==> config.mk <==
export PLATFORM = sky130hd
export DESIGN_NAME = lcd_hd44780_ctrl
export DESIGN_NICKNAME = d
export VERILOG_FILES = /design/src/rtl/lcd_hd44780_ctrl.sv
export SDC_FILE = /design/constraint.sdc
export NUM_CORES = 1
export LEC_CHECK = 0
export CORE_MARGIN = 5
export CORE_UTILIZATION = 52
export CTS_CLUSTER_DIAMETER = 200
export DETAILED_ROUTE_END_ITERATION = 7
export HOLD_SLACK_MARGIN = 0.1
export PLACE_DENSITY = 0.91
export RECOVER_POWER = 50
export SETUP_SLACK_MARGIN = 0.02
export SLEW_MARGIN = 40
export SYNTH_ARGS = -nofsm -noshare
export SYNTH_HDL_FRONTEND = slang
export SYNTH_SLANG_ARGS = --single-unit
==> constraint.sdc <==
create_clock -name i_clk -period 5.45 [get_ports i_clk]
set_clock_uncertainty 0.2 [all_clocks]
set_input_delay 0.8175 -clock i_clk [delete_from_list [all_inputs] [get_ports i_clk]]
set_output_delay 0.8175 -clock i_clk [all_outputs]
set_load 0.005 [all_outputs]
==> src/rtl/lcd_hd44780_ctrl.sv <==
// HD44780 character-LCD write controller with per-command execution waits.
// Optional power-on init sequence: define LCD_AUTO_INIT_EN.
module lcd_hd44780_ctrl #(
  parameter int unsigned CLK_FREQ_HZ = 50_000_000,
  parameter int unsigned T_SETUP_NS  = 60,
  parameter int unsigned T_EN_NS     = 460,
  parameter int unsigned T_HOLD_NS   = 20,
  parameter int unsigned T_CMD_US    = 40,
  parameter int unsigned T_CLR_US    = 1640,
  parameter int unsigned T_INIT_US   = 4100,
  parameter int unsigned T_PWR_MS    = 15
) (
  input  logic        i_clk,
  input  logic        i_rstn,
  input  logic        i_req_valid,
  output logic        o_req_ready,
  input  logic        i_req_rs,
  input  logic [7:0]  i_req_data,
  output logic        o_busy,
  output logic        o_init_done,
  output logic        o_lcd_on,
  output logic        o_lcd_en,
  output logic        o_lcd_rs,
  output logic        o_lcd_rw,
  output logic [7:0]  o_lcd_data,
  output logic [31:0] o_lcd_pins
);

  function automatic int unsigned cyc(
    input longint unsigned t,
    input longint unsigned unit
  );
    longint unsigned c;
    c = (t * CLK_FREQ_HZ + unit - 1) / unit;
    return (c == 0) ? 32'd1 : 32'(c);
  endfunction

  function automatic int unsigned mx(
    input int unsigned a,
    input int unsigned b
  );
    return (a > b) ? a : b;
  endfunction

  localparam int unsigned C_S    = cyc(T_SETUP_NS, 1_000_000_000);
  localparam int unsigned C_E    = cyc(T_EN_NS, 1_000_000_000);
  localparam int unsigned C_H    = cyc(T_HOLD_NS, 1_000_000_000);
  localparam int unsigned C_CMD  = cyc(T_CMD_US, 1_000_000);
  localparam int unsigned C_CLR  = cyc(T_CLR_US, 1_000_000);
  localparam int unsigned C_INIT = cyc(T_INIT_US, 1_000_000);
  localparam int unsigned C_PWR  = cyc(T_PWR_MS, 1_000);

  localparam int unsigned C_MAX =
    mx(mx(mx(C_S, C_E), mx(C_H, C_CMD)),
       mx(mx(C_CLR, C_INIT), C_PWR));
  localparam int CW = (C_MAX > 1) ? $clog2(C_MAX) : 1;

  typedef logic [CW-1:0] cnt_t;

  localparam cnt_t L_S   = cnt_t'(C_S - 1);
  localparam cnt_t L_E   = cnt_t'(C_E - 1);
  localparam cnt_t L_H   = cnt_t'(C_H - 1);
  localparam cnt_t L_CMD = cnt_t'(C_CMD - 1);
  localparam cnt_t L_CLR = cnt_t'(C_CLR - 1);

  typedef enum logic [2:0] {
    PWR_WAIT,
    IDLE,
    SETUP,
    EN_HIGH,
    HOLD,
    EXEC
  } state_t;

  state_t     state, state_n;
  cnt_t       cnt, cnt_n;
  logic       rs_q, rs_n;
  logic [7:0] data_q, data_n;
  logic       en_q, on_q, done_q, busy_q;
  logic       is_clr;
  cnt_t       exec_ld;

`ifdef LCD_AUTO_INIT_EN
  localparam cnt_t L_INIT = cnt_t'(C_INIT - 1);
  localparam cnt_t L_PWR  = cnt_t'(C_PWR - 1);
  localparam state_t RST_STATE = PWR_WAIT;
  localparam cnt_t   RST_CNT   = L_PWR;

  logic [2:0] idx, idx_n;
  logic       done_n;

  function automatic logic [7:0] init_byte(input logic [2:0] i);
    case (i)
      3'd4:    return 8'h0C;
      3'd5:    return 8'h01;
      3'd6:    return 8'h06;
      default: return 8'h38;
    endcase
  endfunction
`else
  localparam state_t RST_STATE = IDLE;
  localparam cnt_t   RST_CNT   = '0;
`endif

  // Clear and return-home are the two slow instructions.
  assign is_clr = !rs_q && (data_q[7:2] == 6'd0) && (data_q[1:0] != 2'd0);

  always_comb begin
    exec_ld = is_clr ? L_CLR : L_CMD;
`ifdef LCD_AUTO_INIT_EN
    if (!done_q && idx < 3'd2) exec_ld = L_INIT;
`endif
  end

  always_comb begin
    state_n = state;
    cnt_n   = (cnt == '0) ? cnt : cnt - cnt_t'(1);
    rs_n    = rs_q;
    data_n  = data_q;
`ifdef LCD_AUTO_INIT_EN
    idx_n   = idx;
    done_n  = done_q;
`endif
    unique case (state)
`ifdef LCD_AUTO_INIT_EN
      PWR_WAIT: if (cnt == '0) begin
        state_n = SETUP;
        cnt_n   = L_S;
        rs_n    = 1'b0;
        data_n  = init_byte(3'd0);
        idx_n   = 3'd0;
      end
`endif
      IDLE: if (i_req_valid && o_req_ready) begin
        state_n = SETUP;
        cnt_n   = L_S;
        rs_n    = i_req_rs;
        data_n  = i_req_data;
      end
      SETUP: if (cnt == '0) begin
        state_n = EN_HIGH;
        cnt_n   = L_E;
      end
      EN_HIGH: if (cnt == '0) begin
        state_n = HOLD;
        cnt_n   = L_H;
      end
      HOLD: if (cnt == '0) begin
        state_n = EXEC;
        cnt_n   = exec_ld;
      end
      EXEC: if (cnt == '0) begin
`ifdef LCD_AUTO_INIT_EN
        if (!done_q && idx != 3'd6) begin
          state_n = SETUP;
          cnt_n   = L_S;
          idx_n   = idx + 3'd1;
          data_n  = init_byte(idx + 3'd1);
        end else begin
          state_n = IDLE;
          done_n  = 1'b1;
        end
`else
        state_n = IDLE;
`endif
      end
      default: state_n = RST_STATE;
    endcase
  end

  always_ff @(posedge i_clk or negedge i_rstn) begin
    if (!i_rstn) begin
      state  <= RST_STATE;
      cnt    <= RST_CNT;
      rs_q   <= 1'b0;
      data_q <= 8'h00;
      en_q   <= 1'b0;
      on_q   <= 1'b0;
      done_q <= 1'b0;
      busy_q <= 1'b0;
`ifdef LCD_AUTO_INIT_EN
      idx    <= 3'd0;
`endif
    end else begin
      state  <= state_n;
      cnt    <= cnt_n;
      rs_q   <= rs_n;
      data_q <= data_n;
      en_q   <= (state_n == EN_HIGH);
      on_q   <= 1'b1;
      busy_q <= (state_n != IDLE);
`ifdef LCD_AUTO_INIT_EN
      idx    <= idx_n;
      done_q <= done_n;
`else
      done_q <= 1'b1;
`endif
    end
  end

  assign o_req_ready = (state == IDLE) && done_q;
  assign o_busy      = busy_q;
  assign o_init_done = done_q;
  assign o_lcd_on    = on_q;
  assign o_lcd_en    = en_q;
  assign o_lcd_rs    = rs_q;
  assign o_lcd_rw    = 1'b0;
  assign o_lcd_data  = data_q;
  assign o_lcd_pins  = {on_q, 20'd0, en_q, rs_q, 1'b0, data_q};

endmodule

==> impl_metrics.py, run 1 <==
metrics = {
    "run_status": {
        "status": "finished, violations left",
        "violations": "max-capacitance violations, max-slew violations",
    },
    "logic_synthesis": {
        "yosysTopAreaCellShare_pct": 38.7,
        "avgSynthCellArea_sq_um": 9.31,
        "synth_warnings": 0,
        "yosys-top-cells-area": "dfrtp_1 (39%), buf_4 (12%), mux2_2 (4.6%)",
        "synth_top_area_cell": "dfrtp_1",
        "ys_types": 52,
        "syn_inst": 236,
        "synth_edf_count": 0,
        "ys.flop_type": "dfrtp_1",
        "ys_seq_elements": 35,
        "synth_common_cells": "buf_4 (34), dfrtp_1 (34), nor2_1 (17), o21ai_0 (17), nor4_1 (10)",
        "synth-seq-area-share_pct": 39.9,
        "synth_area_sq_um": 2200,
        "synthArstFlopShare_pct": 100,
    },
    "worst_setup_path": {
        "crit_chain": "or3_1, or4b_1, or2_4, o21ai_0, a31oi_1",
        "rrSetupSlack_ns": 2.51,
        "critPathTopFamily": "simple AND/OR/NAND/NOR gates",
        "path_buf_inv": 0,
        "r2r_start": "cnt[7]",
        "worst_path_largest_cell_delay_ns": 0.70,
        "reg2reg_depth": 5,
        "arrival_ns": 2.89,
        "critPathLaunchType": "flip-flop",
        "cp_num_cells": 5,
        "worstReg2RegEnd": "cnt[8]",
        "required_ns": 5.40,
        "cp_max_fo": 15,
        "crit_type": "reg -> reg",
        "end_kind": "flip-flop",
        "slowest_stage": "or4b_1",
    },
    "grt": {
        "grt_pass1_vias": 1641,
        "grt_usage_pct": 19.0,
        "met2_usage_pct": 31.0,
        "use_met1_pct": 23.1,
        "grt_max_degree": 36,
        "met3_usage_pct": 6.28,
        "grt_overflow": 0,
        "antenna_found_initial": 0,
        "grt_pass1_wl_um": 8010,
        "grt_busiest_layer": "met2",
    },
    "worst_hold_path": {
        "worstHoldEndpoint": "o_lcd_data[1]",
        "worstHoldPathCells": 1,
        "hold_path.class": "reg -> reg",
        "hold_start": "o_lcd_data[1]",
    },
    "pwr": {
        "worst_ir_drop_vdd_mv": 0.132,
        "leakagePower_nw": 1.01,
        "power_density_nw_per_um2": 190,
    },
    "placement": {
        "gp_congestion": 0.912,
        "hpwlAfterDp_um": 3700,
        "port_buffers": 36,
        "place_ws_ns": 2.40,
    },
    "sta": {
        "period_share_pct": 53.9,
        "slew-limit-headroom_pct": -28.3,
        "layout_setup_ws_ns": 2.51,
        "hold_viol": 0,
        "slew_violations": 36,
        "fmax_mhz": 340,
        "fin_crit_ns": 2.94,
        "rsz0062_at_grt": "no",
        "whs_ns": 0.353,
        "fin_setup_tns_ns": 0,
        "worstMarginPinSlew_ns": 1.92,
        "setup_viol": 0,
    },
    "floorplan": {
        "initial_utilization_pct": 54.1,
        "die_y_um": 75,
        "die_w_um": 75,
        "io_pins": 59,
        "fp.coreArea_sq_um": 4060,
        "placementRows": 23,
        "design.die.area_sq_um": 5630,
    },
    "routing": {
        "drtAntennaViolNets": 0,
        "wl_per_cell_um": 16.9,
        "wirelength_um": 5220,
        "drtIter0Drc": 155,
        "via_per_inst": 5.71,
        "vias": 1759,
        "drc": 0,
        "dr.pass1.iters": 6,
    },
    "clock_tree": {
        "cts-resized-gates": 0,
        "clkLatencyLatePin_ns": 0.30,
        "cts_made_buffers": 5,
        "cts_root_buffer": "clkbuf_8",
        "clockBufferDepth": 2,
        "cts.sinks": 35,
        "cts_hold_buf": 0,
        "cts.clk_slew.worst_paths_ns": 0.08,
        "cts_tree": "yes",
        "cts_setup_buffers": 0,
        "htreeDepth": 2,
    },
    "finish": {
        "syn_to_final_growth_pct": 13.6,
        "diodes": 0,
        "fillers": 334,
        "drive_above_1_share_pct": 11.2,
        "fin_nets": 273,
    },
    "flow_run": {
        "cap_violations": 1,
    },
}
## worst register-to-register path, stage by stage (launching register included)
cell and delay [ns]:
dfrtp_1 0.40, or3_1 0.50, or4b_1 0.71, or2_4 0.37, o21ai_0 0.50, a31oi_1 0.11
## registers in the layout, summed over array words and instances (netlist names)
| signal | flops |
|---|---|
| o_busy | 1 |
| o_lcd_en | 1 |
| cnt | 20 |
| o_init_done | 1 |
| state | 3 |
| o_lcd_data | 8 |
| o_lcd_rs | 1 |
## cells in the final DEF (no fill, tap or decap), types with 3 or more instances in the layout
cell type	instances
nand3_1	3
nor3_1	8
dfrtp_1	34
a21oi_1	8
mux2_2	9
nand2_1	9
nand2b_1	3
xnor2_1	6
xor2_1	6
clkdlybuf4s50_1	24
nor4_1	10
dlygate4sd3_1	12
inv_1	6
or2_2	4
or3_1	7
o21ai_0	17
nor2_1	17
clkbuf_8	5
conb_1	23
ha_1	4
## cell families (layout without fill, tap and decap cells)
group	Yosys count	after routing	synth area share [%]
AOI/OAI and AO/OA	45	45	13.4
xor gates and xnor gates	12	12	4.78
and+or+nand+nor	77	77	19.2
muxes	10	10	5.07
buffers and inverters	51	52	15.0
other	2	23	0.342
DFF	35	35	39.9
adders and majority gates	4	4	2.28
## how the worst max path moves through the flow
stage / from / endpoint / slack [ns]
2_1_floorplan: cnt[5] / cnt[11] / 2.95
3_3_place_gp: i_req_valid / cnt[12] / 2.48
3_5_place_dp: i_req_valid / cnt[15] / 2.40
4_1_cts: state[1] / o_req_ready / 2.57
5_1_grt: i_rstn / o_lcd_en / 2.20
6_report: cnt[7] / cnt[8] / 2.51
## power by group
group	internal (W)	switching (W)
Clock	0.0000889	0.000105
Combinational	0.00000873	0.0000107
Sequential	0.000260	0.000000511
Total	0.000358	0.000116
## per-layer routing
| layer | share of wire (%) | vias up | wire (um) |
|---|---|---|---|
| li1 | - | 816 | - |
| met1 | 38 | 835 | 1970 |
| met2 | 52 | 94 | 2700 |
| met3 | 8.2 | 14 | 426 |
| met4 | 2.4 | 0 | 126 |
| met5 | 0 | - | 0 |
## final cells by class
cell class | instances | area [sq um] | area share, %
clock buffer | 5 | 68.8 | 2.76
clock inverter | 3 | 20.0 | 0.802
inverter | 6 | 22.5 | 0.902
multi-input combinational | 171 | 1070 | 42.9
sequential | 35 | 877 | 35.1
tap | 50 | 62.6 | 2.51
timing repair buffer | 38 | 375 | 15.0
## metrics by stage
stage	area, sq um	power, W	instances	utilization (%)
finish	2500	0.000474	308	61.5
detailed placement	2400	0.000285	299	59.1
CTS	2490	0.000478	307	61.3
global placement	2400	0.000284	299	59.1
floorplan	2280	0.000282	257	-
global route	2500	0.000490	308	61.5
(Power assumes the default switching activity.)
==> run 2, diff against run 1 <==
--- a/config.mk
+++ b/config.mk
@@ -6,11 +6,11 @@
 export NUM_CORES = 1
 export LEC_CHECK = 0
 export CORE_MARGIN = 5
-export CORE_UTILIZATION = 52
+export CORE_UTILIZATION = 49
 export CTS_CLUSTER_DIAMETER = 200
 export DETAILED_ROUTE_END_ITERATION = 7
 export HOLD_SLACK_MARGIN = 0.1
-export PLACE_DENSITY = 0.91
+export PLACE_DENSITY = 0.87
 export RECOVER_POWER = 50
 export SETUP_SLACK_MARGIN = 0.02
 export SLEW_MARGIN = 40
==> constraint.sdc (replaced) <==
create_clock -name i_clk -period 2.8 [get_ports i_clk]
set_clock_uncertainty 0.2 [all_clocks]
set_input_delay 0.42 -clock i_clk [delete_from_list [all_inputs] [get_ports i_clk]]
set_output_delay 0.42 -clock i_clk [all_outputs]
set_load 0.005 [all_outputs]
==> run 2 against run 1 <==
Compared with the run above: the flow now finishes without violations; utilization decreased by 3.3 points; fmax increased by 10%; flip-flop and latch count unchanged; global-route usage decreased by 2.5 points; register-to-register slack got worse by 2.4 ns; non-clock buffer count increased by 5; clock power increased by 88%; die area increased by 5.3%; sequential power increased by 95%; sequential share of layout area decreased by 0.52 points; critical path type unchanged.
==> impl_metrics.py, run 2 (same netlist as run 1, synthesis figures left out) <==
metrics = {
    "run_status": {
        "status": "completed",
    },
    "routing": {
        "drtIter0Drc": 129,
        "drc": 0,
        "drtAntennaViolNets": 0,
        "wirelength_um": 4680,
        "dr.pass1.iters": 4,
        "vias": 1735,
        "via_per_inst": 5.51,
        "wl_per_cell_um": 14.9,
    },
    "clock_tree": {
        "cts_made_buffers": 5,
        "cts-resized-gates": 0,
        "clockBufferDepth": 2,
        "cts_hold_buf": 0,
        "clkLatencyLatePin_ns": 0.29,
        "cts_root_buffer": "clkbuf_8",
        "cts.sinks": 35,
        "cts.clk_slew.worst_paths_ns": 0.07,
        "cts_setup_buffers": 0,
        "cts_tree": "yes",
        "htreeDepth": 2,
    },
    "pwr": {
        "switchingPower_w": 0.000212,
        "leakagePower_nw": 1.03,
        "pwr-share-seq_pct": 55.8,
        "switching_share_pct": 23.4,
        "power_density_nw_per_um2": 359,
        "worst_ir_drop_vdd_mv": 0.264,
        "clockPowerShare_pct": 40.1,
        "p_comb_share_pct": 4.1,
        "p_int_w": 0.000696,
    },
    "worst_setup_path": {
        "crit_type": "reg -> reg",
        "required_ns": 2.80,
        "end_kind": "flip-flop",
        "arrival_ns": 2.66,
        "critPathLaunchType": "flip-flop",
        "cp_max_fo": 8,
    },
    "sta": {
        "period_share_pct": 95.1,
        "rsz0062_at_grt": "no",
        "setup_viol": 0,
        "slew-limit-headroom_pct": 43.3,
        "fmax_mhz": 376,
        "worstMarginPinSlew_ns": 0.851,
        "fin_setup_tns_ns": 0,
        "slew_violations": 0,
        "fin_crit_ns": 2.66,
        "hold_viol": 0,
    },
    "worst_hold_path": {
        "hold_path.class": "reg -> reg",
    },
    "flow_run": {
        "cap_violations": 0,
    },
    "grt": {
        "grt_pass1_vias": 1595,
        "grt_overflow": 0,
        "grt_pass1_wl_um": 7990,
        "grt_usage_pct": 16.5,
        "grt_max_degree": 36,
        "antenna_found_initial": 0,
    },
    "floorplan": {
        "design.die.area_sq_um": 5920,
        "die_y_um": 77.0,
        "fp.coreArea_sq_um": 4350,
        "initial_utilization_pct": 50.5,
        "placementRows": 24,
        "die_w_um": 77.0,
        "io_pins": 59,
    },
    "finish": {
        "fin_nets": 278,
        "diodes": 0,
        "final_cell_mix": "dfrtp_1 (34), conb_1 (23), clkdlybuf4s50_1 (23), nor2_1 (17), o21ai_0 (17)",
        "final_cells": 315,
        "syn_to_final_growth_pct": 15.3,
        "largest-register": "cnt",
        "final_common_cell": "dfrtp_1",
        "drive_above_1_share_pct": 13.3,
        "largest_register_ffs": 20,
    },
    "placement": {
        "hpwlAfterDp_um": 3460,
        "gp_congestion": 0.918,
        "port_buffers": 36,
        "place_inst": 307,
    },
}
## run 2: cell types whose count changed in the layout (fill, tap and decap cells not counted), sizes merged
cell	change
buf	+5
clkdlybuf4s50	-1
dlygate4sd3	+1
## run 2: final timing paths
check                           startpoint            end  slack, ns  cells past startpoint
worst max-delay path                cnt[7]         cnt[3]       0.14                      6
worst min-delay path               cnt[13]        cnt[13]       0.35                      2
worst max register to register      cnt[7]         cnt[3]       0.14                      6
worst min register to register     cnt[13]        cnt[13]       0.35                      2
max in group asynchronous           i_rstn         cnt[5]       1.30                      2
min in group asynchronous           i_rstn  o_lcd_data[0]       0.57                      2
## run 2: cell type report
| cell class | instances | area [sq um] |
|---|---|---|
| clock inverters | 3 | 20.0 |
| well taps | 52 | 65.1 |
| flip-flops and latches | 35 | 877 |
| fillers | 363 | 1820 |
| inverters | 6 | 22.5 |
| multi-input cells | 171 | 1070 |
| clock buffers | 5 | 68.8 |
| repair buffers | 43 | 410 |
## run 2: through the flow
stage | total power (W) | hold WS [ns] | setup slack, ns | cell area (sq um) | util, %
2_1_floorplan | 0.000548 | -0.0756 | 0.298 | 2280 | -
3_3_place_gp | 0.000554 | 0.326 | 0.188 | 2450 | 56.2
3_5_place_dp | 0.000554 | 0.335 | 0.187 | 2450 | 56.2
4_1_cts | 0.000923 | 0.346 | 0.166 | 2540 | 58.2
5_1_grt | 0.000949 | 0.364 | 0.0230 | 2530 | 58.2
6_report | 0.000908 | 0.351 | 0.138 | 2530 | 58.2
## run 2: power groups by stage
stage               logic (W)  clock network (W)  registers (W)
detailed placement  0.0000378                  0       0.000517
finish              0.0000369           0.000365       0.000507
global route        0.0000419           0.000400       0.000507
floorplan           0.0000312                  0       0.000517
global placement    0.0000371                  0       0.000517
CTS                 0.0000381           0.000378       0.000507
## run 2: worst max-delay path, cell delays in order (launching register included)
cell and delay [ns]:
dfrtp_1 0.40, or3_1 0.41, or4b_1 0.55, buf_4 0.18, nor4_1 0.53, a211oi_1 0.11, a211oi_1 0.19
## run 2: layer usage
metal | wire, um | track usage, % | vias to the layer above
met3 | 309 | 4.22 | 8
met1 | 1910 | 21.0 | 841
met2 | 2390 | 27.2 | 61
met5 | 0 | 0 | -
met4 | 70 | 5.59 | 0
li1 | - | - | 825
==> RTL edit 1 (flow settings as in run 1) <==
Reset style: synchronous (`i_rstn`), changed in one clocked block.
--- a/src/rtl/lcd_hd44780_ctrl.sv
+++ b/src/rtl/lcd_hd44780_ctrl.sv
@@ -170,3 +170,3 @@
 
-  always_ff @(posedge i_clk or negedge i_rstn) begin
+  always_ff @(posedge i_clk) begin
     if (!i_rstn) begin
Behaviour: differs if i_rstn is asserted again (counterexample within 4 cycles, from zero or initial values and one cycle with i_rstn low); with i_rstn held inactive, the same outputs for 10 cycles.
==> RTL edit 1 against run 1 <==
Sequential cell count did not move; setup slack improved by 94 ps; global-route usage fell by 0.12 points; area after synthesis fell by 8.0%; final area fell by 7.6%; wire length fell by 8.7%.
Power is left out: it rests on default switching activity, and per cell area and clock period it moved more than threefold.
==> RTL edit 1: results (changes against run 1) <==
metric	value	unit	change
status	finished clean		
crit_slowest_cell	clkdlybuf4s50_1		
dpl.hpwl	3.578	mm	-3.4%
grt_max_degree	18		-50%
r2r-end	cnt[0]		
r2r-start	cnt[12]		
hold_end	o_lcd_data[1]		
grt_pass1_vias	1701		+3.7%
yosys-top-cells-area	dfxtp_1 (35%), buf_4 (13%), a21oi_1 (6.4%), nand2_1 (5.8%), xnor2_1 (4.3%)		
gp_congestion	0.9057		-0.67%
cp_top_family	simple AND/OR/NAND/NOR gates		
viasPerCell	5.649		-1.1%
first_pass_iters	4		-2
synth_flop_cell	dfxtp_1		
grt_pass1_wl	7.859	mm	-1.9%
cts-root-buf	clkbuf_8		
clkLatencyLatePin	290	ps	
cts_max_level	2		unchanged
synth.yosys.warnings	0		unchanged
cts_resized	0		unchanged
fin_nets	283		+3.7%
track_usage	18.89	%	-0.12 points
arrival	1830	ps	-1060 ps
worst_pin_slew	632.5	ps	-1292 ps
clock_path_buffers	2		unchanged
regToRegSetupSlack	2610	ps	+90 ps
layout-drive-gt1-share	5.224	%	-6.0 points
min_path_type	flip-flop to flip-flop		
holdPathStages	2		+1
ff2ff_path_depth	7		+2
drtIter0Drc	127		-18%
synth-seq-area-share	34.65	%	-5.3 points
n_antenna_cell	0		unchanged
synth_top_area_share	34.65	%	-4.1 points
wire_per_inst	15.08	um	-11%
regMostFlops	cnt		
synth_common_cells	buf_4 (35), dfxtp_1 (35), nand2_1 (31), a21oi_1 (26), nor2_1 (11)		
post_cts_buffers	0		unchanged
path_clk_slew	70	ps	
async_reset_ff_share	0	%	-100 points
worstPathMaxFanout	6		-9
hold_path_startpoint	o_lcd_data[1]		
critical_path.max_stage_delay	500	ps	-200 ps
yosysUniqueCellTypes	50		-3.8%
-- RTL edit 1: changes by cell type after synthesis, moves of 5 or more --
cell,before,now
dfrtp_1,34,0
a21oi_1,8,26
dfxtp_1,0,35
nor4_1,10,5
nand2_1,9,31
o21ai_0,17,3
nor2_1,17,11
mux2_2,9,0
-- RTL edit 1: routing by layer --
metal / up-vias / routed length (um) / GRT usage [%]
li1: 864 / - / -
met1: 834 / 1928 / 22.49
met2: 73 / 2432 / 32.05
met3: 14 / 279 / 4.017
met4: 0 / 125 / 9.186
met5: - / 0 / 0
-- RTL edit 1: cell families after synthesis --
logic type	share of synthesized area, %
other cells	0.1855
simple gates	22.71
xor+xnor	5.631
buf+inv	15.97
mux	1.237
flops	34.65
fa+ha+maj	2.475
compound gates	17.14
-- RTL edit 1: final cells by class --
class                           count  area [sq um]
Clock buffer                        6         72.57
Clock inverter                      2         12.51
Fill cell                         299          1410
Inverter                            6         22.52
Multi-Input combinational cell    183          1077
Sequential cell                    35         700.7
Tap cell                           48         60.06
Timing Repair Buffer               36         360.3
-- RTL edit 1: worst max-delay path by stage --
stage | from | endpoint | slack [ps] | cells past startpoint
floorplan | cnt[12] | cnt[0] | 3100 | 7
global placement | i_rstn | o_busy | 2720 | 4
detailed placement | i_rstn | o_busy | 2710 | 4
CTS | state[0] | o_req_ready | 2630 | 3
global route | cnt[12] | cnt[0] | 2490 | 7
finish | state[0] | o_req_ready | 2610 | 3
-- RTL edit 1: worst min-delay path, stage by stage (launching register included) --
cell     delay (ps)
dfxtp_1         330
nand2_1          60
a21oi_1          50
-- RTL edit 1: per-stage QoR --
stage,setup WS [ps],hold slack [ps],std cells,util (%),cell area [sq um]
after floorplan,3102,257.8,269,-,2101
after global placement,2721,275.5,308,59.76,2221
after detailed placement,2714,283.5,308,59.90,2226
after CTS,2627,296.4,316,62.19,2311
after global routing,2491,316.9,316,62.05,2306
final,2605,287.8,316,62.05,2306
==> RTL edit 2 (settings of run 1) <==
Made on the original files. Change the parameter `T_CMD_US` from 40 to 80.
--- a/src/rtl/lcd_hd44780_ctrl.sv
+++ b/src/rtl/lcd_hd44780_ctrl.sv
@@ -7,3 +7,3 @@
   parameter int unsigned T_HOLD_NS   = 20,
-  parameter int unsigned T_CMD_US    = 40,
+  parameter int unsigned T_CMD_US    = 80,
   parameter int unsigned T_CLR_US    = 1640,
Behaviour: no difference found for any inputs over 10 cycles, from zero or initial values and one cycle with i_rstn low; that may be too few to reach the edited logic, so the function may still have changed.
==> RTL edit 2 against run 1 <==
The flow still finishes with violations (capacitance limit, slew limit); cell count up 5.5%; wire length up 1.3%; final area up 4.0%; sequential cell count unchanged; setup slack worse by 310 ps; sequential share of layout area down 1.3 points; first-iteration DRC count up 36%; power up 10%; area after synthesis up 3.5%; critical path type unchanged; worst hold slack worse by 34 ps.
==> RTL edit 2: results (changes against run 1) <==
metric	value	unit	change
fillers	359		+7.5%
seq-power	0.000261	W	about the same
arrival	3230	ps	+340 ps
failed_checks	capacitance limit, slew limit		
grt_pass1_wl	8.783	mm	+9.7%
grt.met3_usage	4.137	%	-2.1 points
worst_pin_slew	1877	ps	-48.00 ps
ir_drop	0.3040	mV	+130%
critical_path.max_stage_delay	480	ps	-220 ps
p_int	0.0004167	W	+17%
multi_input_area_share	44.12	%	+1.3 points
synth-seq-area-share	38.56	%	-1.4 points
track_usage	18.27	%	-0.75 points
wl	5.289	mm	+1.3%
dpl.hpwl	3.710	mm	+0.18%
gr-usage-met2	30.74	%	-0.31 points
placed_cell_area	0.002489	sq mm	+3.7%
layout-drive-gt1-share	8.059	%	-3.2 points
yosysUniqueCellTypes	53		+1.9%
final-clk-cell-share	4.532	%	+0.97 points
leakage	1.156	nW	+15%
status	complete, but fails checks		
multi_input_comb_cells	186		+8.8%
synth_common_cells	nand2_1 (38), buf_4 (35), dfrtp_1 (34), nor2_1 (18), nor3_1 (10)		
grt_use_met1	22.59	%	-0.47 points
cap_violations	1		unchanged
met2_length	2.646	mm	-2.0%
wl_met1	2.052	mm	+4.4%
wire_per_inst	16.27	um	-4.0%
slew_viol_final	36		unchanged
route.met3.wl	457	um	+7.3%
vias	1849		+5.1%
comb_power_share	3.7	%	-0.4 points
crit_slowest_cell	nor2_1		
sh_seq_area	33.80	%	-1.3 points
area_growth	14.08	%	
worstPathMaxFanout	11		-4
placed_cells	317		+6.0%
RTL edit 2: changes by cell type after synthesis, moves of 3 or more:
cell       delta
mux2_2        -9
nor4_4        +3
o21ai_0      -13
nand2_1      +29
or3_1         -5
o21ai_1       +5
or2_2         -3
nor4_1        -6
o2111ai_1     +3
RTL edit 2: path summary, 6_finish.rpt:
kind,from,to,slack [ps],cells after the start
max in group asynchronous,i_rstn,cnt[13],2590,2
min,o_lcd_rs,o_lcd_rs,320,2
min reg2reg,o_lcd_rs,o_lcd_rs,320,2
max reg2reg,cnt[0],cnt[0],2200,10
min in group asynchronous,i_rstn,o_lcd_data[6],1380,2
max,cnt[0],cnt[0],2200,10
RTL edit 2: cells by family (layout without fill, tap and decap cells):
group,Yosys count,in the layout,share of synthesized area [%]
and+or+nand+nor,99,99,23.82
xor gates and xnor gates,16,16,6.161
other,2,23,0.3302
DFF,35,35,38.56
AOI/OAI and AO/OA,43,43,13.70
adders and majority gates,4,4,2.200
buffers and inverters,49,52,14.25
muxes,1,1,0.9900
